`config.mk`:
```
export PLATFORM = sky130hd
export DESIGN_NAME = hazard_ctrl_unit
export DESIGN_NICKNAME = d
export VERILOG_FILES = /design/src/rtl/pipe_pkg.sv /design/src/rtl/sat_counter.sv /design/src/rtl/hazard_ctrl_unit.sv
export SDC_FILE = /design/constraint.sdc
export NUM_CORES = 1
export LEC_CHECK = 0
export ABC_AREA = 1
export CAP_MARGIN = 20
export CORE_ASPECT_RATIO = 0.9
export CORE_MARGIN = 5
export CORE_UTILIZATION = 47
export DETAILED_ROUTE_END_ITERATION = 8
export PLACE_DENSITY = 0.8
export RECOVER_POWER = 25
export SYNTH_ARGS = -nofsm -noshare
export SYNTH_HDL_FRONTEND = slang
export SYNTH_SLANG_ARGS = --single-unit
```
`constraint.sdc`:
```
create_clock -name clk -period 3.5 [get_ports clk]
set_input_delay 0.875 -clock clk [delete_from_list [all_inputs] [get_ports clk]]
set_output_delay 0.875 -clock clk [all_outputs]
set_load 0.01 [all_outputs]
```
`src/rtl/pipe_pkg.sv`:
```
// Shared pipeline-control types: hazard controller states, stage control bundle
// and register-index constants.
package pipe_pkg;

  localparam int REG_AW_DEF = 5;
  localparam int X0_IDX     = 0;
  localparam int HZ_CNT_W   = 5;

  typedef enum logic [1:0] {
    IDLE     = 2'd0,
    LU_STALL = 2'd1,
    MC_BUSY  = 2'd2
  } hz_state_e;

  typedef struct packed {
    logic stall_f;
    logic stall_d;
    logic stall_e;
    logic stall_m;
    logic flush_d;
    logic flush_e;
    logic flush_m;
    logic flush_w;
  } hz_ctrl_t;

  localparam hz_ctrl_t CTRL_IDLE = '{default: 1'b0};

  // Clamp a bubble/latency preload into the controller counter width.
  function automatic logic [HZ_CNT_W-1:0] preload(input int total);
    int v;
    v = (total > 1) ? total - 2 : 0;
    return v[HZ_CNT_W-1:0];
  endfunction

endpackage

```
`src/rtl/sat_counter.sv`:
```
// Saturating up-counter with enable; sticks at all-ones instead of wrapping.
// One-cycle update, no backpressure.
module sat_counter #(
  parameter int W = 16
) (
  input  logic         i_clk,
  input  logic         i_rst,
  input  logic         i_en,
  output logic [W-1:0] o_count
);

  logic [W-1:0] r_count;
  logic         w_full;

  assign w_full = &r_count;

  always_ff @(posedge i_clk or posedge i_rst) begin
    if (i_rst) begin
      r_count <= '0;
    end else if (i_en && !w_full) begin
      r_count <= r_count + 1'b1;
    end
  end

  assign o_count = r_count;

endmodule

```
`src/rtl/hazard_ctrl_unit.sv`:
```
// Per-stage stall/flush generator for load-use, multi-cycle E, memory wait and taken branches.
// Outputs are combinational from state, counter and inputs; never waits on downstream.
module hazard_ctrl_unit
  import pipe_pkg::*;
#(
  parameter int REG_AW     = REG_AW_DEF,
  parameter int LU_BUBBLES = 1,
  parameter int MC_LAT     = 4,
  parameter int CNT_W      = 16
) (
  input  logic              clk,
  input  logic              rst,
  input  logic              MemReadE,
  input  logic [REG_AW-1:0] RD_E,
  input  logic [REG_AW-1:0] Rs1_D,
  input  logic [REG_AW-1:0] Rs2_D,
  input  logic              UseRs1_D,
  input  logic              UseRs2_D,
  input  logic              MultiCycE,
  input  logic              PCSrcE,
  input  logic              MemReqM,
  input  logic              MemReadyM,
  output logic              PCWrite,
  output logic              IF_ID_Write,
  output logic              StallE,
  output logic              StallM,
  output logic              FlushD,
  output logic              FlushE,
  output logic              FlushM,
  output logic              FlushW,
  output logic [CNT_W-1:0]  StallCycles
);

  localparam bit                  MC_EN    = (MC_LAT > 1);
  localparam bit                  LU_MULTI = (LU_BUBBLES > 1);
  localparam logic [HZ_CNT_W-1:0] MC_INIT  = preload(MC_LAT);
  localparam logic [HZ_CNT_W-1:0] LU_INIT  = preload(LU_BUBBLES);
  localparam logic [REG_AW-1:0]   X0       = REG_AW'(X0_IDX);

  hz_state_e           r_state;
  hz_state_e           w_state_nxt;
  logic [HZ_CNT_W-1:0] r_cnt;
  logic [HZ_CNT_W-1:0] w_cnt_nxt;

  logic     w_rs1_hit;
  logic     w_rs2_hit;
  logic     w_lu_haz;
  logic     w_mem_wait;
  logic     w_cnt_zero;
  logic     w_mc_stall;
  logic     w_lu_stall;
  hz_ctrl_t w_ctrl;

  assign w_rs1_hit  = UseRs1_D && (RD_E == Rs1_D);
  assign w_rs2_hit  = UseRs2_D && (RD_E == Rs2_D);
  assign w_lu_haz   = MemReadE && (RD_E != X0) && (w_rs1_hit || w_rs2_hit);
  assign w_mem_wait = MemReqM && !MemReadyM;
  assign w_cnt_zero = (r_cnt == '0);

  assign w_mc_stall = ((r_state == IDLE) && MultiCycE && MC_EN) ||
                      ((r_state == MC_BUSY) && !w_cnt_zero);
  assign w_lu_stall = ((r_state == IDLE) && w_lu_haz) || (r_state == LU_STALL);

  always_ff @(posedge clk or posedge rst) begin
    if (rst) begin
      r_state <= IDLE;
      r_cnt   <= '0;
    end else begin
      r_state <= w_state_nxt;
      r_cnt   <= w_cnt_nxt;
    end
  end

  // A multi-cycle op in E wins over a load-use hazard: E is frozen, so the
  // hazard is simply re-detected once the op leaves.
  always_comb begin
    w_state_nxt = r_state;
    w_cnt_nxt   = r_cnt;
    case (r_state)
      IDLE: begin
        if (MultiCycE && MC_EN) begin
          w_state_nxt = MC_BUSY;
          w_cnt_nxt   = MC_INIT;
        end else if (w_lu_haz && !w_mem_wait && LU_MULTI) begin
          w_state_nxt = LU_STALL;
          w_cnt_nxt   = LU_INIT;
        end
      end
      MC_BUSY: begin
        if (!w_cnt_zero) begin
          w_cnt_nxt = r_cnt - 1'b1;
        end else if (!w_mem_wait) begin
          w_state_nxt = IDLE;
        end
      end
      LU_STALL: begin
        if (!w_mem_wait) begin
          if (w_cnt_zero) begin
            w_state_nxt = IDLE;
          end else begin
            w_cnt_nxt = r_cnt - 1'b1;
          end
        end
      end
      default: begin
        w_state_nxt = IDLE;
        w_cnt_nxt   = '0;
      end
    endcase
  end

  always_comb begin
    w_ctrl = CTRL_IDLE;
    if (w_mem_wait) begin
      w_ctrl.stall_f = 1'b1;
      w_ctrl.stall_d = 1'b1;
      w_ctrl.stall_e = 1'b1;
      w_ctrl.stall_m = 1'b1;
      w_ctrl.flush_w = 1'b1;
    end else if (w_mc_stall) begin
      w_ctrl.stall_f = 1'b1;
      w_ctrl.stall_d = 1'b1;
      w_ctrl.stall_e = 1'b1;
      w_ctrl.flush_m = 1'b1;
    end else if (w_lu_stall) begin
      w_ctrl.stall_f = 1'b1;
      w_ctrl.stall_d = 1'b1;
      w_ctrl.flush_e = 1'b1;
    end else if (PCSrcE) begin
      w_ctrl.flush_d = 1'b1;
      w_ctrl.flush_e = 1'b1;
    end
    // Reset overrides combinationally so the pipeline sees idle controls at once.
    if (rst) begin
      w_ctrl = CTRL_IDLE;
    end
  end

  assign PCWrite     = !w_ctrl.stall_f;
  assign IF_ID_Write = !w_ctrl.stall_d;
  assign StallE      = w_ctrl.stall_e;
  assign StallM      = w_ctrl.stall_m;
  assign FlushD      = w_ctrl.flush_d;
  assign FlushE      = w_ctrl.flush_e;
  assign FlushM      = w_ctrl.flush_m;
  assign FlushW      = w_ctrl.flush_w;

  sat_counter #(
    .W(CNT_W)
  ) u_stall_cnt (
    .i_clk   (clk),
    .i_rst   (rst),
    .i_en    (!PCWrite),
    .o_count (StallCycles)
  );

endmodule
```
# [Word level (Yosys, flattened, before mapping)]
# Index checks and enable logic that the tools add are counted.
# W data, S select, Z words.
[totals] reg_bits=23 ram_bits=0 n_memories=0 wordCells=58 latch_bits=0 mem_bits_ro=0
[classes] n_div=0 eq_ne=9 bitwise=0 add_sub_neg=2 reduce_logical=23 shift=0 mul=0 n_lt_le_gt_ge=0 muxes=21
[ops] operator="$mux W2" n=9
[ops] operator="$add A16 B1 Y16 const B" n=1
[ops] operator="$reduce_and A16 Y1" n=1
[ops] operator="$mux W5" n=3
[ops] operator="$pmux W5 S3" n=1
[ops] operator="$eq A5 B5 Y1" n=2
[ops] operator="$ne A2 B2 Y1 const B" n=5
[ops] operator="$logic_and A1 B1 Y1" n=9
[ops] operator="$mux W8" n=1
[ops] operator="$mux W3" n=2
[ops] operator="$pmux W2 S3" n=1
[ops] operator="$logic_not A1 Y1" n=5
[ops] operator="$logic_not A5 Y1" n=1
[ops] operator="$reduce_and A5 Y1" n=1
[ops] operator="$reduce_bool A5 Y1" n=1
[ops] operator="$sub A5 B1 Y5 const B" n=1
[ops] operator="$mux W1" n=4
[ops] operator="$logic_or A1 B1 Y1" n=3
[ops] operator="$eq A2 B1 Y1 const B" n=1
[ops] operator="$eq A2 B2 Y1 const B" n=1
[ops] operator="$logic_not A2 Y1" n=1
[ops] operator="$reduce_and A2 Y1" n=1

# [Logic depth before layout (Yosys ltp)]
# Gate-level depths: netlist of run 1.
[depth] word_depth=11 ltp_mapped=12 mapped_depth_nobuf=11

# [Modules after synthesis]
# From an unflattened synthesis of run 1, not the netlist that was laid out.
[hier_totals] hier_cells=272 area_unflattened_um2=1705.4
[modules_own_cells] module="sat_counter" n_inst=1 cells_each=163 area_each_um2=1063.5 seq_area_each_um2=400.4
[modules_own_cells] module="hazard_ctrl_unit" n_inst=1 cells_each=109 area_each_um2=641.9 seq_area_each_um2=150.1

# [Worst setup path after synthesis of run 1]
# No wires, ideal clock.
[synth_timing] kind="input port to output port" start="input port rst" end="output port PCWrite" required_ps=2625 t_arrival_ps=2187 path_slack_ps=438 cell_stages=6 cell_sequence="inv_1 -> nand3_1 -> nand2_2 -> buf_2 -> inv_1 -> buf_4"
[synth_between] elab_chain_cells=2
[synth_rtl] item="start: declaration" line_no="hazard_ctrl_unit.sv:12" text="input logic rst,"
[synth_rtl] item="$mux W8" line_no="hazard_ctrl_unit.sv:134" text="if (rst) begin"
[synth_rtl] item="$logic_not A1 Y1" line_no="hazard_ctrl_unit.sv:139" text="assign PCWrite = !w_ctrl.stall_f;"
[synth_rtl] item="end: declaration" line_no="hazard_ctrl_unit.sv:23" text="output logic PCWrite,"
# No other way between the ends.

# [Worst setup path in the final report of run 1]
[layout_timing] start="input port MultiCycE" end="output port FlushM"
[layout_between] elab_chain_cells=5
[layout_rtl] item="start: declaration" line_no="hazard_ctrl_unit.sv:19" text="input logic MultiCycE,"
[layout_rtl] item="$logic_and A1 B1 Y1" line_no="hazard_ctrl_unit.sv:60" text="assign w_mc_stall = ((r_state == IDLE) && MultiCycE && MC_EN) ||"
[layout_rtl] item="$logic_or A1 B1 Y1" line_no="hazard_ctrl_unit.sv:60"
[layout_rtl] item="$mux W1" line_no="hazard_ctrl_unit.sv:120" text="end else if (w_mc_stall) begin"
[layout_rtl] item="$mux W3" line_no="hazard_ctrl_unit.sv:114" text="if (w_mem_wait) begin"
[layout_rtl] item="$mux W8" line_no="hazard_ctrl_unit.sv:134"
[layout_rtl] item="end: declaration" line_no="hazard_ctrl_unit.sv:29" text="output logic FlushM,"
# No other way between the ends.

==> results of run 1 <==
where the power goes:
group | internal [mW] | total (mW) | switching (mW) | leakage [nW]
clock | 0.153 | 0.236 | 0.0830 | 0.0357
sequential | 0.317 | 0.379 | 0.0612 | 0.287
combinational | 0.218 | 0.462 | 0.244 | 0.817
total | 0.688 | 1.08 | 0.389 | 1.14
cell type report:
cell class,instances,area share
multi-input combinational,170,0.399
sequential,22,0.252
timing repair buffer,51,0.231
inverter,35,0.0602
tap,44,0.0252
clock buffer,3,0.0189
clock inverter,1,0.0138
logic make-up after synthesis:
family | Yosys count
buffers and inverters | 40
adders and majority gates | 3
AOI/OAI and AO/OA | 10
xor gates and xnor gates | 15
DFF | 22
and+or+nand+nor | 142
layout by cell type (no fill, tap or decap), types with 2 or more instances in the layout:
cell type / count
buf_4: 2
clkbuf_1: 2
clkbuf_8: 3
clkdlybuf4s50_1: 42
dfrtp_1: 22
dlymetal6s2s_1: 4
ha_1: 3
inv_1: 35
nand2_1: 78
nand2_2: 2
nand2_4: 2
nand3_1: 27
nand3_2: 2
nand4_1: 3
nor2_1: 16
nor3_1: 9
o21ai_0: 5
xnor2_1: 6
xor2_1: 9
registers in the layout, summed over array words and instances, names as in the netlist:
signal / count
r_cnt: 5
u_stall_cnt.o_count: 16
r_state: 1
layer usage:
| layer | wire length [um] | share of wire | track usage | vias up |
|---|---|---|---|---|
| li1 | - | - | - | 825 |
| met1 | 1780 | 0.47 | 0.226 | 723 |
| met2 | 1780 | 0.47 | 0.304 | 31 |
| met3 | 188 | 0.050 | 0.0291 | 5 |
| met4 | 36 | 0.0095 | 0.0493 | 0 |
| met5 | 0 | 0 | 0 | - |
critical path, stage by stage:
cell and delay [ps]:
clkdlybuf4s50_1 450, nand2_1 80, nand2_1 140, buf_4 130, inv_1 70, nor3_1 130, clkdlybuf4s50_1 570
metrics by stage:
step                setup WS, ps  power [mW]  hold slack, ps
floorplan                    438       0.666             458
finish                       171        1.08             497
global placement            27.6       0.840             481
CTS                         7.38        1.10             506
detailed placement          17.2       0.856             490
global route                83.4        1.17             533
worst paths after layout:
check / slack, ps / endpoint / depth (start not counted)
max reg2reg: 1570 / u_stall_cnt.o_count[7]$_DFFE_PP0P_ / 9
min reg2reg: 500 / r_cnt[0]$_DFFE_PP0P_ / 1
min in group asynchronous: 1010 / r_state[1]$_DFFE_PP0P_ / 2
max: 170 / FlushM / 7
max in group asynchronous: 1530 / u_stall_cnt.o_count[13]$_DFFE_PP0P_ / 3
min: 500 / r_cnt[0]$_DFFE_PP0P_ / 1
==> impl_metrics.yaml, run 1 <==
global_route:
  antenna_found_initial: 0
  grt.overflow.total: 0
  grt_pass1_wl_mm: 6.66
  gr-usage-all-layers: 0.176
  grt_max_degree: 19
  grt_pass1_vias: 1521
drt:
  vias: 1584
  wl_per_cell_um: 11.6
  drtPass1Iterations: 4
  drc: 0
  wl_mm: 3.79
  antenna_left: 0
  vias_per_cell: 4.86
  drtIter0Drc: 85
sta:
  relSlewSlack: 0.468
  hold_viol_final: 0
  rsz0062_at_grt: "false"
  period_needed_ps: 3330
  tightestPinTransition_ps: 798
  report.final.slew_viol_count: 0
  setup_tns_ps: 0
  clock.fmax_ghz: 0.300
  setup_viol: 0
  finClkSkew_ps: 7.87
  finalCritPeriodShare: 0.951
logic_synthesis:
  async_flop_share: 1.00
  synth-xor-area-share: 0.0827
  synth_top_area_cell: "dfrtp_1"
  muxShareOfSynthArea: 0
  synth_flop_cell: "dfrtp_1"
  synth_compound_area_frac: 0.0378
  synth_seq_area_share: 0.347
  ys_seq_elements: 22
  synth_top_family_by_area: "simple AND/OR/NAND/NOR gates"
  ys.warnings.count: 0
  syn_nets: 259
  synth_edf_count: 0
  synth_area_per_cell_sq_um: 6.84
  synth.area.top_cells: "dfrtp_1 35%, nand2_1 18%, nand3_1 8.5%"
  ys_types: 25
  synth_top_area_frac: 0.347
  ys_top_cells_by_count: "78 x nand2_1, 35 x inv_1, 27 x nand3_1, 22 x dfrtp_1, 16 x nor2_1"
  synth_cells: 232
  synth_adder_area_share: 0.0236
  syn_area_sq_mm: 0.00159
  synthSimpleGateAreaFrac: 0.403
  post-synth-top-count-cell: "nand2_1"
floorplan:
  io-pin-count: 48
  dieWidth_um: 71.3
  initial_utilization: 0.477
  die_h_um: 65.1
  dieArea_sq_mm: 0.00464
  core-area_sq_mm: 0.00333
  num_rows: 20
setup_path:
  startpoint_type: "input port"
  cp-end-kind: "primary output"
  critical_path.startpoint: "MultiCycE"
  cp.arrival_ps: 2450
  worstReg2RegStart: "u_stall_cnt.o_count[0]$_DFFE_PP0P_"
  critPathKind: "in -> out"
  critical_path.max_fanout: 4
  worstPathRequired_ps: 2620
final_layout:
  final_util: 0.655
  regArea_sq_um: 551
  area_growth_pct: 37.4
  fin_area_sq_mm: 0.00218
  fill_cells: 300
  num_antenna_cells: 0
  layout.cells.non_filler: 326
  drive_gt1_frac: 0.0532
  nets: 310
  multi_input_area_sq_um: 870
clock_network:
  cts_max_level: 1
  cts_made_buffers: 3
  root_buffer: "clkbuf_8"
  clkTransAtPathRegs_ps: 80
  clock_path_buffers: 2
  cts_tree: "built"
  cts_resized: 0
  hold_buffers: 0
  cts_setup_buffers: 0
  clock-sinks: 22
  clk_latency_ps: 260
power_and_ir_drop:
  vdd_drop_max_uv: 321
  leakagePower_nw: 1.14
  powerDensity_mw_per_mm2: 494
placed_design:
  place.detailed.hpwl_mm: 2.98
  dp.cells: 322
  io_buffers: 47
  routabilityCongestion: 0.843
  post_dp_cell_area_sq_mm: 0.00211
hold_path:
  hold_start: "r_cnt[0]$_DFFE_PP0P_"
  hp-class: "reg -> reg"
status:
  status: "finished clean"
flow_run:
  max_cap_violations: 0
Power figures use the tool's default switching activity.
==> inputs of run 2 (changes only) <==
PLACE_DENSITY = 0.88   (was 0.8)
==> run 2 against run 1 <==
Against the previous run:
- fmax shrank 2.6%
- critical path type unchanged
- worst setup slack worse by 90 ps
- non-clock buffer count unchanged
- power fell by 0.96%
- critical endpoint is now FlushD
- routed wire length is 3.3% lower
- cell area is 0.46% lower
- worst hold slack improved by 2.1 ps
- sequential power barely moved
- die area unchanged
==> impl_metrics.yaml, run 2 (synthesized netlist as in run 1, its figures left out) <==
status:
  status: "finished clean"
sta:
  period_needed_ps: 3420
  relSlewSlack: 0.415
  report.final.slew_viol_count: 0
  hold_viol_final: 0
  fin_ws_ps: 81.1
  finalCritPeriodShare: 0.977
  finClkSkew_ps: 4.37
  rsz0062_at_grt: "false"
  whs_ps: 499
  setup_tns_ps: 0
  tightestPinTransition_ps: 877
  clock.fmax_ghz: 0.292
  setup_viol: 0
setup_path:
  ff2ff_setup_slack_ps: 1500
  critical_path.max_fanout: 3
  slowest_stage: "clkdlybuf4s50_1"
  cp_cell_sequence: "clkdlybuf4s50_1 -> inv_1 -> nand2_1 -> nand2_1 -> nor2_1 -> nand3_1 -> nand2_1 -> nand2_1 -> and3_1 -> clkdlybuf4s50_1"
  max_stage_delay_ps: 500
  path_buf_inv: 3
  cp.arrival_ps: 2540
  path_common_cell: "nand2_1"
  startpoint_type: "input port"
  path_delay_family: "buffers and inverters"
  cp-end-kind: "primary output"
  critPathKind: "in -> out"
  worstPathRequired_ps: 2620
drt:
  wl_mm: 3.66
  drtPass1Iterations: 4
  wl_per_cell_um: 11.2
  drtIter0Drc: 66
  drc: 0
  vias: 1576
  antenna_left: 0
  vias_per_cell: 4.83
clock_network:
  cts_max_level: 1
  clkTransAtPathRegs_ps: 80
  clock-sinks: 22
  cts_tree: "built"
  clock_path_buffers: 2
  clk_latency_ps: 260
  cts_made_buffers: 3
  hold_buffers: 0
  root_buffer: "clkbuf_8"
floorplan:
  dieArea_sq_mm: 0.00464
  initial_utilization: 0.477
  core-area_sq_mm: 0.00333
  io-pin-count: 48
  die_h_um: 65.1
  dieWidth_um: 71.3
  num_rows: 20
power_and_ir_drop:
  powerDensity_mw_per_mm2: 491
  power_mw: 1.07
  switching_power_mw: 0.386
  vdd_drop_max_uv: 351
  leakagePower_nw: 1.10
  intPower_mw: 0.681
  combPwrFrac: 0.424
  swShare: 0.362
  power_frac_seq: 0.357
  clkPwrFrac: 0.219
global_route:
  grt_pass1_vias: 1461
  grt.overflow.total: 0
  grt_pass1_wl_mm: 6.38
  grt_max_degree: 18
  antenna_found_initial: 0
  gr-usage-all-layers: 0.168
placed_design:
  place.detailed.hpwl_mm: 2.90
  post_dp_cell_area_sq_mm: 0.00210
  io_buffers: 47
  routabilityCongestion: 0.880
  place_ws_ps: -6.53
flow_run:
  max_cap_violations: 0
final_layout:
  drive_gt1_frac: 0.0532
  layout_commonest_cell: "nand2_1"
  fin_area_sq_mm: 0.00217
  largest_reg_flops: 16
  fill_cells: 285
  mostFrequentLayoutCells: "78 x nand2_1, 43 x clkdlybuf4s50_1, 35 x inv_1"
  nets: 310
  area_growth_pct: 36.7
  num_antenna_cells: 0
hold_path:
  hp-class: "reg -> reg"
run 2: final timing paths:
check | startpoint | to | depth (start not counted)
max in group asynchronous | rst | u_stall_cnt.o_count[13]$_DFFE_PP0P_ | 3
setup reg to reg | r_cnt[0]$_DFFE_PP0P_ | u_stall_cnt.o_count[4]$_DFFE_PP0P_ | 12
setup / recovery | RD_E[3] | FlushD | 10
hold / removal | r_cnt[0]$_DFFE_PP0P_ | r_cnt[0]$_DFFE_PP0P_ | 1
hold reg to reg | r_cnt[0]$_DFFE_PP0P_ | r_cnt[0]$_DFFE_PP0P_ | 1
min in group asynchronous | rst | u_stall_cnt.o_count[10]$_DFFE_PP0P_ | 3
run 2: layout make-up:
cell class / count / area [sq um] / area share
Clock inverter: 1 / 30.0 / 0.0138
Multi-Input combinational cell: 170 / 870 / 0.401
Timing Repair Buffer: 51 / 493 / 0.227
Clock buffer: 3 / 41.3 / 0.0190
Tap cell: 44 / 55.1 / 0.0254
Inverter: 35 / 131 / 0.0605
Sequential cell: 22 / 551 / 0.254
run 2: worst reg2reg max path, stage by stage (launching register included):
cell and delay [ps]:
dfrtp_1 390, inv_1 100, ha_1 150, nand3_1 110, nand2_2 130, nand2_1 130, o21ai_2 180, nand2_2 90
buf_4 170, buf_4 190, nand2_4 170, nand2_1 80, nand2_1 60
run 2: per-stage QoR:
stage	std cells	util
2_1_floorplan	232	-
3_3_place_gp	321	0.631
3_5_place_dp	321	0.631
4_1_cts	326	0.654
5_1_grt	326	0.652
6_report	326	0.652
run 2: what timing repair did:
action | CTS | global route
setup buffers | 1 | 0
hold endpoints to repair | 0 | 0
gates resized for setup | 2 | 1
pin swaps | 1 | 0
setup endpoints to repair | 3 | 1
run 2: routing by layer:
layer / up-vias / part of all wire / global-route usage
li1: 835 / - / -
met1: 707 / 0.46 / 0.210
met2: 30 / 0.49 / 0.295
met3: 4 / 0.038 / 0.0336
met4: 0 / 0.0082 / 0.0423
met5: - / 0 / 0
run 2: power by group through the flow:
stage / Combinational [mW] / Clock [mW] / Sequential (mW)
CTS: 0.460 / 0.240 / 0.380
floorplan: 0.280 / 0 / 0.386
global placement: 0.443 / 0 / 0.383
global route: 0.510 / 0.252 / 0.392
detailed placement: 0.455 / 0 / 0.385
finish: 0.452 / 0.233 / 0.381
==> inputs of run 3 (changes only) <==
HOLD_SLACK_MARGIN = 0.15   (was not set)
PLACE_DENSITY = 0.8   (was 0.88)
==> results of run 3 <==
Same layout as run 1: the final DEF is identical, and so are final timing and power.
